**src/rtl/control_sequencer.sv**
```systemverilog
// Hardwired timing-step control unit for the 32-bit bus datapath.
// It decodes the IR and waits on a memory handshake to produce one-hot datapath strobes.
module control_sequencer #(
    parameter int MEM_WAIT_MAX = 15
) (
    input  logic        clk,
    input  logic        clr,
    input  logic [31:0] ir,
    input  logic        mem_ready,
    input  logic        stop,
    output logic [15:0] Rin,
    output logic [15:0] Rout,
    output logic        PCin,
    output logic        PCout,
    output logic        IRin,
    output logic        Yin,
    output logic        Zin,
    output logic        MARin,
    output logic        MDRin,
    output logic        MDRout,
    output logic        HIin,
    output logic        LOin,
    output logic        Zhighout,
    output logic        Zlowout,
    output logic        IncPC,
    output logic        Cout,
    output logic        Read,
    output logic        Write,
    output logic        AND,
    output logic        OR,
    output logic        NEG,
    output logic        NOT,
    output logic        MUL,
    output logic        DIV,
    output logic        ROL,
    output logic        ROR,
    output logic        run,
    output logic        fault,
    output logic [3:0]  dbg_state
);

    typedef enum logic [3:0] {
        S_T0        = 4'd0,
        S_T1        = 4'd1,
        S_T2        = 4'd2,
        S_T3        = 4'd3,
        S_T4        = 4'd4,
        S_T5        = 4'd5,
        S_T6        = 4'd6,
        S_HALT_STOP = 4'd7,
        S_HALT_OP   = 4'd8,
        S_FAULT     = 4'd9
    } state_t;

    localparam logic [4:0] OP_LD   = 5'b00000;
    localparam logic [4:0] OP_ST   = 5'b00001;
    localparam logic [4:0] OP_AND  = 5'b00101;
    localparam logic [4:0] OP_OR   = 5'b00110;
    localparam logic [4:0] OP_ROR  = 5'b00111;
    localparam logic [4:0] OP_ROL  = 5'b01000;
    localparam logic [4:0] OP_MUL  = 5'b01111;
    localparam logic [4:0] OP_DIV  = 5'b10000;
    localparam logic [4:0] OP_NEG  = 5'b10001;
    localparam logic [4:0] OP_NOT  = 5'b10010;
    localparam logic [4:0] OP_NOP  = 5'b11010;
    localparam logic [4:0] OP_HALT = 5'b11011;

    localparam logic [3:0] WAIT_LAST = 4'(MEM_WAIT_MAX - 1);

    state_t      state;
    state_t      state_next;
    logic [3:0]  wait_cnt;
    logic [4:0]  op;
    logic [15:0] ra_oh;
    logic [15:0] rb_oh;
    logic [15:0] rc_oh;
    logic        is_alu3;
    logic        is_muldiv;
    logic        is_unary;
    logic        in_wait;
    logic        timeout;
    logic        alu_en;
    logic        unused_ir;

    assign op        = ir[31:27];
    assign ra_oh     = 16'b1 << ir[26:23];
    assign rb_oh     = 16'b1 << ir[22:19];
    assign rc_oh     = 16'b1 << ir[18:15];
    assign unused_ir = ^ir[14:0];
    assign dbg_state = state;

    assign is_alu3   = (op == OP_AND) || (op == OP_OR) || (op == OP_ROR) || (op == OP_ROL);
    assign is_muldiv = (op == OP_MUL) || (op == OP_DIV);
    assign is_unary  = (op == OP_NEG) || (op == OP_NOT);

    // Memory wait states: instruction fetch, LD data read, ST data write.
    assign in_wait = (state == S_T1) ||
                     ((state == S_T4) && (op == OP_LD)) ||
                     ((state == S_T5) && (op == OP_ST));
    assign timeout = (wait_cnt == WAIT_LAST);

    always_ff @(posedge clk or posedge clr) begin
        if (clr) begin
            state    <= S_T0;
            wait_cnt <= 4'd0;
        end else begin
            state <= state_next;
            if (state_next != state)
                wait_cnt <= 4'd0;
            else if (in_wait && !mem_ready)
                wait_cnt <= wait_cnt + 4'd1;
        end
    end

    always_comb begin
        state_next = state;
        case (state)
            S_T0: state_next = stop ? S_HALT_STOP : S_T1;
            S_T1: begin
                if (mem_ready)    state_next = S_T2;
                else if (timeout) state_next = S_FAULT;
            end
            S_T2: state_next = S_T3;
            S_T3: begin
                if ((op == OP_LD) || (op == OP_ST) || is_alu3 || is_muldiv || is_unary)
                    state_next = S_T4;
                else if (op == OP_NOP)
                    state_next = S_T0;
                else if (op == OP_HALT)
                    state_next = S_HALT_OP;
                else
                    state_next = S_FAULT;
            end
            S_T4: begin
                if (op == OP_LD) begin
                    if (mem_ready)    state_next = S_T5;
                    else if (timeout) state_next = S_FAULT;
                end else if ((op == OP_ST) || is_alu3 || is_muldiv)
                    state_next = S_T5;
                else if (is_unary)
                    state_next = S_T0;
                else
                    state_next = S_FAULT;
            end
            S_T5: begin
                if (op == OP_ST) begin
                    if (mem_ready)    state_next = S_T0;
                    else if (timeout) state_next = S_FAULT;
                end else if (is_muldiv)
                    state_next = S_T6;
                else
                    state_next = S_T0;
            end
            S_T6:        state_next = S_T0;
            S_HALT_STOP: state_next = stop ? S_HALT_STOP : S_T0;
            S_HALT_OP:   state_next = S_HALT_OP;
            S_FAULT:     state_next = S_FAULT;
            default:     state_next = S_FAULT;
        endcase
    end

    always_comb begin
        Rin = 16'd0; Rout = 16'd0;
        PCin = 1'b0; PCout = 1'b0; IRin = 1'b0; Yin = 1'b0; Zin = 1'b0;
        MARin = 1'b0; MDRin = 1'b0; MDRout = 1'b0; HIin = 1'b0; LOin = 1'b0;
        Zhighout = 1'b0; Zlowout = 1'b0; IncPC = 1'b0; Cout = 1'b0;
        Read = 1'b0; Write = 1'b0;
        alu_en = 1'b0;
        run   = !((state == S_HALT_STOP) || (state == S_HALT_OP) || (state == S_FAULT));
        fault = (state == S_FAULT);
        // Strobes stay quiet for as long as clr is held, not just after the edge.
        if (!clr) begin
            case (state)
                S_T0: if (!stop) begin
                    PCout = 1'b1; MARin = 1'b1; IncPC = 1'b1; Zin = 1'b1;
                end
                S_T1: begin
                    Read  = 1'b1;
                    MDRin = mem_ready;
                    // A cleared counter marks the first T1 cycle.
                    if (wait_cnt == 4'd0) begin
                        Zlowout = 1'b1; PCin = 1'b1;
                    end
                end
                S_T2: begin
                    MDRout = 1'b1; IRin = 1'b1;
                end
                S_T3: begin
                    if ((op == OP_LD) || (op == OP_ST)) begin
                        Cout = 1'b1; MARin = 1'b1;
                    end else if (is_alu3) begin
                        Rout = rb_oh; Yin = 1'b1;
                    end else if (is_muldiv) begin
                        Rout = ra_oh; Yin = 1'b1;
                    end else if (is_unary) begin
                        Rout = rb_oh; alu_en = 1'b1; Zin = 1'b1;
                    end
                end
                S_T4: begin
                    if (op == OP_LD) begin
                        Read = 1'b1; MDRin = mem_ready;
                    end else if (op == OP_ST) begin
                        Rout = ra_oh; MDRin = 1'b1;
                    end else if (is_alu3) begin
                        Rout = rc_oh; alu_en = 1'b1; Zin = 1'b1;
                    end else if (is_muldiv) begin
                        Rout = rb_oh; alu_en = 1'b1; Zin = 1'b1;
                    end else if (is_unary) begin
                        Zlowout = 1'b1; Rin = ra_oh;
                    end
                end
                S_T5: begin
                    if (op == OP_LD) begin
                        MDRout = 1'b1; Rin = ra_oh;
                    end else if (op == OP_ST) begin
                        Write = 1'b1;
                    end else if (is_alu3) begin
                        Zlowout = 1'b1; Rin = ra_oh;
                    end else if (is_muldiv) begin
                        Zlowout = 1'b1; LOin = 1'b1;
                    end
                end
                S_T6: if (is_muldiv) begin
                    Zhighout = 1'b1; HIin = 1'b1;
                end
                default: ;
            endcase
        end
        AND = alu_en && (op == OP_AND);
        OR  = alu_en && (op == OP_OR);
        NEG = alu_en && (op == OP_NEG);
        NOT = alu_en && (op == OP_NOT);
        MUL = alu_en && (op == OP_MUL);
        DIV = alu_en && (op == OP_DIV);
        ROL = alu_en && (op == OP_ROL);
        ROR = alu_en && (op == OP_ROR);
    end

endmodule

```
**config.mk**
```make
export PLATFORM = sky130hd
export DESIGN_NAME = control_sequencer
export DESIGN_NICKNAME = d
export VERILOG_FILES = /design/src/rtl/control_sequencer.sv
export SDC_FILE = /design/constraint.sdc
export NUM_CORES = 1
export LEC_CHECK = 0
export CAP_MARGIN = 40
export CORE_UTILIZATION = 25
export DETAILED_ROUTE_END_ITERATION = 8
export PLACE_DENSITY_LB_ADDON = 0.05
export SLEW_MARGIN = 10
export SYNTH_ARGS = -nofsm -noshare
export SYNTH_HDL_FRONTEND = slang
export SYNTH_SLANG_ARGS = --single-unit
```
**constraint.sdc**
```tcl
create_clock -name clk -period 6.07 [get_ports clk]
set_input_delay 0.607 -clock clk [delete_from_list [all_inputs] [get_ports clk]]
set_output_delay 0.607 -clock clk [all_outputs]
set_load 0.01 [all_outputs]
```
==> results of run 1 <==
==> final timing paths <==
kind	from	end	slack (ns)	depth (start not counted)
worst max-delay path	ir[28]	Rout[5]	1.42	8
worst min-delay path	wait_cnt[3]	wait_cnt[3]	0.62	2
worst max register to register	dbg_state[2]	wait_cnt[2]	3.53	6
worst min register to register	wait_cnt[3]	wait_cnt[3]	0.62	2
max in group asynchronous	clr	wait_cnt[2]	4.36	2
min in group asynchronous	clr	dbg_state[0]	1.37	2
==> metal layers <==
metal,vias up,share of wire (%)
li1,1383,-
met1,1356,49
met2,112,43
met3,4,6.9
met4,0,0.68
met5,-,0
==> worst max-delay path, cell delays in order <==
cell,delay [ns]
clkdlybuf4s50_1,0.73
or3_4,0.53
mux2_4,0.30
nor4_1,0.69
a32o_1,0.30
a22oi_1,0.09
a21oi_1,0.21
clkdlybuf4s50_1,0.59
==> power by group <==
| part | internal [mW] | leakage [nW] | switching, mW |
|---|---|---|---|
| clock | 0.0431 | 0.0216 | 0.0220 |
| combinational | 0.116 | 0.847 | 0.138 |
| sequential | 0.0629 | 0.104 | 0.0414 |
| total | 0.222 | 0.972 | 0.202 |
==> synthesized netlist by cell type, types with 6 or more instances <==
master    count
nor3_1       23
dfrtp_1       8
nor2_1       46
nor2b_1       9
nand2_1      30
o22ai_1       6
nor4_1        6
o21ai_0       9
a22oi_1       6
nand2b_1     15
clkbuf_1     14
inv_1        10
nand3_1      20
buf_2         8
a211oi_1      6
a21oi_1      13
==> area by class of cell <==
cell class,instances,area (um2),share of cell area (%)
repair buffers,84,836,27.2
multi-input cells,290,1820,59.4
flip-flops and latches,8,200,6.53
clock buffers,3,41.3,1.35
inverters,10,37.5,1.22
well taps,105,131,4.28
==> kinds of logic (layout without fill, tap and decap cells) <==
| family | after synthesis | in the layout | share of synthesized area [%] |
|---|---|---|---|
| AND/OR/NAND/NOR | 189 | 189 | 46.8 |
| multiplexers | 4 | 4 | 2.04 |
| AO/OA/AOI/OAI | 87 | 87 | 29.3 |
| buffers and inverters | 38 | 97 | 8.29 |
| adder cells (fa/ha/maj) | 3 | 3 | 1.70 |
| XOR/XNOR | 7 | 7 | 2.78 |
| flip-flops | 8 | 8 | 9.08 |
==> metrics by stage <==
stage	utilization (%)	hold slack, ns	worst slack, ns
after global placement	36.1	0.607	1.46
final	36.6	0.623	1.42
after detailed placement	36.1	0.612	1.43
after global routing	36.6	0.692	1.17
after CTS	36.6	0.624	1.42
after floorplan	-	0.452	3.10
==> flip-flops by register name (all words and copies together), names as in the netlist <==
register,flops
dbg_state,4
wait_cnt,4
==> cell usage in the layout, fill, tap and decap left out, types with 6 or more instances in the layout <==
cell type / instances
nand2_1: 30
nor4_1: 6
a21oi_1: 13
nor3_1: 23
o22ai_1: 6
nand2b_1: 15
nand3_1: 20
o21ai_0: 9
dfrtp_1: 8
nor2b_1: 9
nor2_1: 46
a211oi_1: 6
clkdlybuf4s50_1: 82
inv_1: 10
a22oi_1: 6
==> impl_results.md, run 1 <==
* Fin cells at 500
* Number of global-route vias before repair at 2569
* Cts repair resizes at 0
* # clock sinks at 8
* Dpl cells at 497
* Total gr overflow at 0
* Final nets at 436
* CTS buffer count at 3
* CP required at 5.46 ns
* Dpl cell area at 3030 um2
* H-tree Lvls at 1
* FF+latch count, synth at 8
* Buffers added on ports at 82
* DRC at 0
* Max transition margin at 39.6%
* Main synth FF type: dfrtp_1
* Worst-margin pin slew at 0.897 ns
* Post-synth top area share at 9.08%
* Met1 Usage GRT at 31.7%
* Busiest layer in global routing: met1
* Synth Instances at 336
* Global-route wire length before repair at 14200 um
* Diodes inserted at 0
* Total chip power at 0.424 mW
* Detailed Route Iter0 Violations at 157
* Critical path fanouts, max at 17
* DPL Wire Length at 7000 um
* Synth async-reset ratio at 100%
* Setup Skew at 0.00198 ns
* # IOs at 98
* Met2 Resource Use GR at 28.9%
* Routed wire length at 9020 um
* Design area at 3070 um2
* F_max at 0.215 GHz
* Setup TNS Final at 0 ns
* GPL Wtd Cong at 0.934
* Die Ht at 95.9 um
* Post-synth top area cell: dfrtp_1
* Top cells by area, synth: dfrtp_1 (9.1%), nor2_1 (7.8%), nor3_1 (5.2%), nand2_1 (5.1%), nand3_1 (4.5%)
* Library cells used by synthesis at 70
* Met3 usage at 2.05%
* CTS root buf: clkbuf_8
* Layout cells sized above 1 at 5.06%
* CTS tree: done
* Tmin final at 4.65 ns
* MaxCap Viol Count at 0
* Syn nets at 375
* DR vias at 2855
* Postcts setup bufs at 0
* Element type at the critical path end: output pin
* GRT Resource Usage Total at 20.0%
* Fill count at 932
* Max clock buf depth at 2
* CP arrival at 4.05 ns
* VDD IR-drop max at 0.0000801 V
* Number of synthesized flops with an enable pin at 0
* Leak at 0.972 nW
* RSZ-0062 raised after global routing: false
* Largest net degree at the start of global routing at 25
* Status: finished, final reports clean
* Synthesized area at 2200 um2
* Die Footprint at 9200 um2
* Fin crit share at 76.7%
* CORE AREA at 8380 um2
* Type of the worst min-delay path: flop to flop
* WL per Instance at 18.0 um
* Initial Utilization at 26.3%
* Hold buffers post-CTS at 0
* Initial antenna violation count at 0
* Clk slew on worst S/H paths at 0.04 ns
* Avg Inst Size Synth at 6.56 um2
* Fin. max-slew vios at 0
* Sequential share of the synthesized area at 9.08%
* Final Hold Fails at 0
* Cell Pwr Density at 138 nW/um2
* Via-to-Cell Ratio at 5.71
* DRT Pass-1 Iters at 4
* Ys Warns at 0
* Die Span X at 95.9 um
* # rows at 33
* Area Overhead vs Synth at 39.2%
* Detail Route Antenna Nets at 0
* Clk_lat worst skew at 0.23 ns
* Critical setup path kind: input pin to output pin
* Final setup viols at 0
* Startpoint type of the worst setup path: input pin
Note: power is estimated with default switching activity, not from simulation.
==> run 2, diff against run 1 <==
- clock period: 6.07 -> 4.6 ns (I/O delays scaled with it)
==> run 2 against run 1 <==
Against the previous run: combinational power increased by 45%; critical path depth is the same; largest cell class unchanged; sequential power up 9.6%; core utilization is 0.90 points higher; highest routed layer unchanged; power grew 34%; sequential share of layout area down 0.16 points.
==> impl_results.md, run 2 (synthesis results as in run 1) <==
* Fin crit share at 86.2%
* Hold buffers post-CTS at 0
* Fin. max-slew vios at 0
* Setup TNS Final at 0 ns
* CTS buffer count at 3
* RSZ-0062 raised after global routing: false
* Initial Utilization at 26.3%
* Final Hold Fails at 0
* Area of the multi-input gates at 1820 um2
* Postcts setup bufs at 0
* Layout cells sized above 1 at 7.41%
* Largest net degree at the start of global routing at 22
* Tmin final at 3.96 ns
* DRT Pass-1 Iters at 4
* CTS root buf: clkbuf_8
* Final nets at 446
* DR vias at 2906
* Type of the worst min-delay path: flop to flop
* DRC at 0
* Setup Skew at 0.00490 ns
* Cts repair resizes at 0
* Critical path fanouts, max at 13
* Seq. cell area at 200 um2
* Final setup viols at 0
* Leak at 1.02 nW
* Global-route wire length before repair at 14300 um
* F_max at 0.252 GHz
* Commonest cells after routing, fill and taps aside: clkdlybuf4s50_1 (82), nor2_1 (46), nand2_1 (30), nor3_1 (23), nand3_1 (20)
* Critical setup path kind: input pin to output pin
* CP required at 4.14 ns
* Switch Pwr at 0.265 mW
* Dpl cells at 507
* Dpl cell area at 3100 um2
* CTS tree: done
* Buffers added on ports at 82
* CP arrival at 3.50 ns
* Sw Ratio at 46.6%
* Number of global-route vias before repair at 2703
* Worst-margin pin slew at 0.707 ns
* Routed wire length at 8980 um
* Clk_lat worst skew at 0.23 ns
* Total gr overflow at 0
* Status: finished, final reports clean
* Diodes inserted at 0
* WL per Instance at 17.6 um
* Max transition margin at 52.5%
* Detailed Route Iter0 Violations at 134
* # clock sinks at 8
* Max clock buf depth at 2
* Via-to-Cell Ratio at 5.70
* Cell Pwr Density at 180 nW/um2
* # IOs at 98
* Die Ht at 95.9 um
* Area Overhead vs Synth at 42.6%
* Internal power at 0.303 mW
* Die Footprint at 9200 um2
* Most common cell after layout, fill and taps aside: clkdlybuf4s50_1
* Fill count at 931
* Die Span X at 95.9 um
* Clock network fraction of design power at 14.9%
* CORE AREA at 8380 um2
* Design area at 3140 um2
* # rows at 33
* Fin cells at 510
* Startpoint type of the worst setup path: input pin
* MaxCap Viol Count at 0
* GRT Resource Usage Total at 20.0%
* H-tree Lvls at 1
* VDD IR-drop max at 0.0000962 V
* Element type at the critical path end: output pin
* DPL Wire Length at 7180 um
* Clk slew on worst S/H paths at 0.04 ns
* Detail Route Antenna Nets at 0
* GPL Wtd Cong at 0.949
* Sequential Power Share at 20.2%
* Combinational Power Share at 65.0%
* Initial antenna violation count at 0
## run 2: cell count changes in the layout (fill, tap and decap cells not counted)
cell,delta
buf_4,+10
## run 2: power by group through the flow
stage	combinational [mW]	sequential [mW]	clock [mW]
after floorplan	0.245	0.101	0
final	0.369	0.114	0.0842
after global routing	0.405	0.118	0.0921
after CTS	0.368	0.113	0.0877
after detailed placement	0.367	0.115	0
after global placement	0.367	0.114	0
## run 2: final cells by class
type | count | area share, %
Clock buffer | 3 | 1.31
Inverter | 10 | 1.19
Multi-Input combinational cell | 290 | 58.0
Sequential cell | 8 | 6.37
Tap cell | 105 | 4.18
Timing Repair Buffer | 94 | 29.0
## run 2: final timing paths
kind                              start      endpoint  slack, ns  depth (start not counted)
setup / recovery                 ir[29]       Rout[8]       0.64                          8
setup reg to reg           dbg_state[1]   wait_cnt[3]       2.25                          5
min in group asynchronous           clr  dbg_state[0]       1.06                          2
hold reg to reg             wait_cnt[2]   wait_cnt[2]       0.65                          2
hold / removal              wait_cnt[2]   wait_cnt[2]       0.65                          2
max in group asynchronous           clr   wait_cnt[2]       3.20                          2
## run 2: routing by layer
| layer | vias to the layer above | wire length (um) | track usage (%) |
|---|---|---|---|
| met5 | - | 0 | 0 |
| met4 | 0 | 31 | 1.99 |
| met3 | 6 | 559 | 2.29 |
| met2 | 92 | 3980 | 31.8 |
| met1 | 1390 | 4410 | 29.7 |
| li1 | 1418 | - | - |
## run 2: per-stage QoR
stage	utilization (%)	setup slack, ns	power [mW]	hold WS, ns
floorplan	-	1.92	0.347	0.305
global placement	37.0	0.667	0.481	0.613
detailed placement	37.0	0.643	0.482	0.634
CTS	37.5	0.620	0.569	0.644
global route	37.5	0.471	0.615	0.688
finish	37.5	0.636	0.567	0.650
## run 2: worst max-delay path, stage by stage
cell and delay (ns):
clkdlybuf4s50_1 0.65, or3_4 0.51, mux2_4 0.30, or4b_4 0.53, nor4_2 0.23, a31oi_1 0.08, o32ai_1 0.15, clkdlybuf4s50_1 0.58
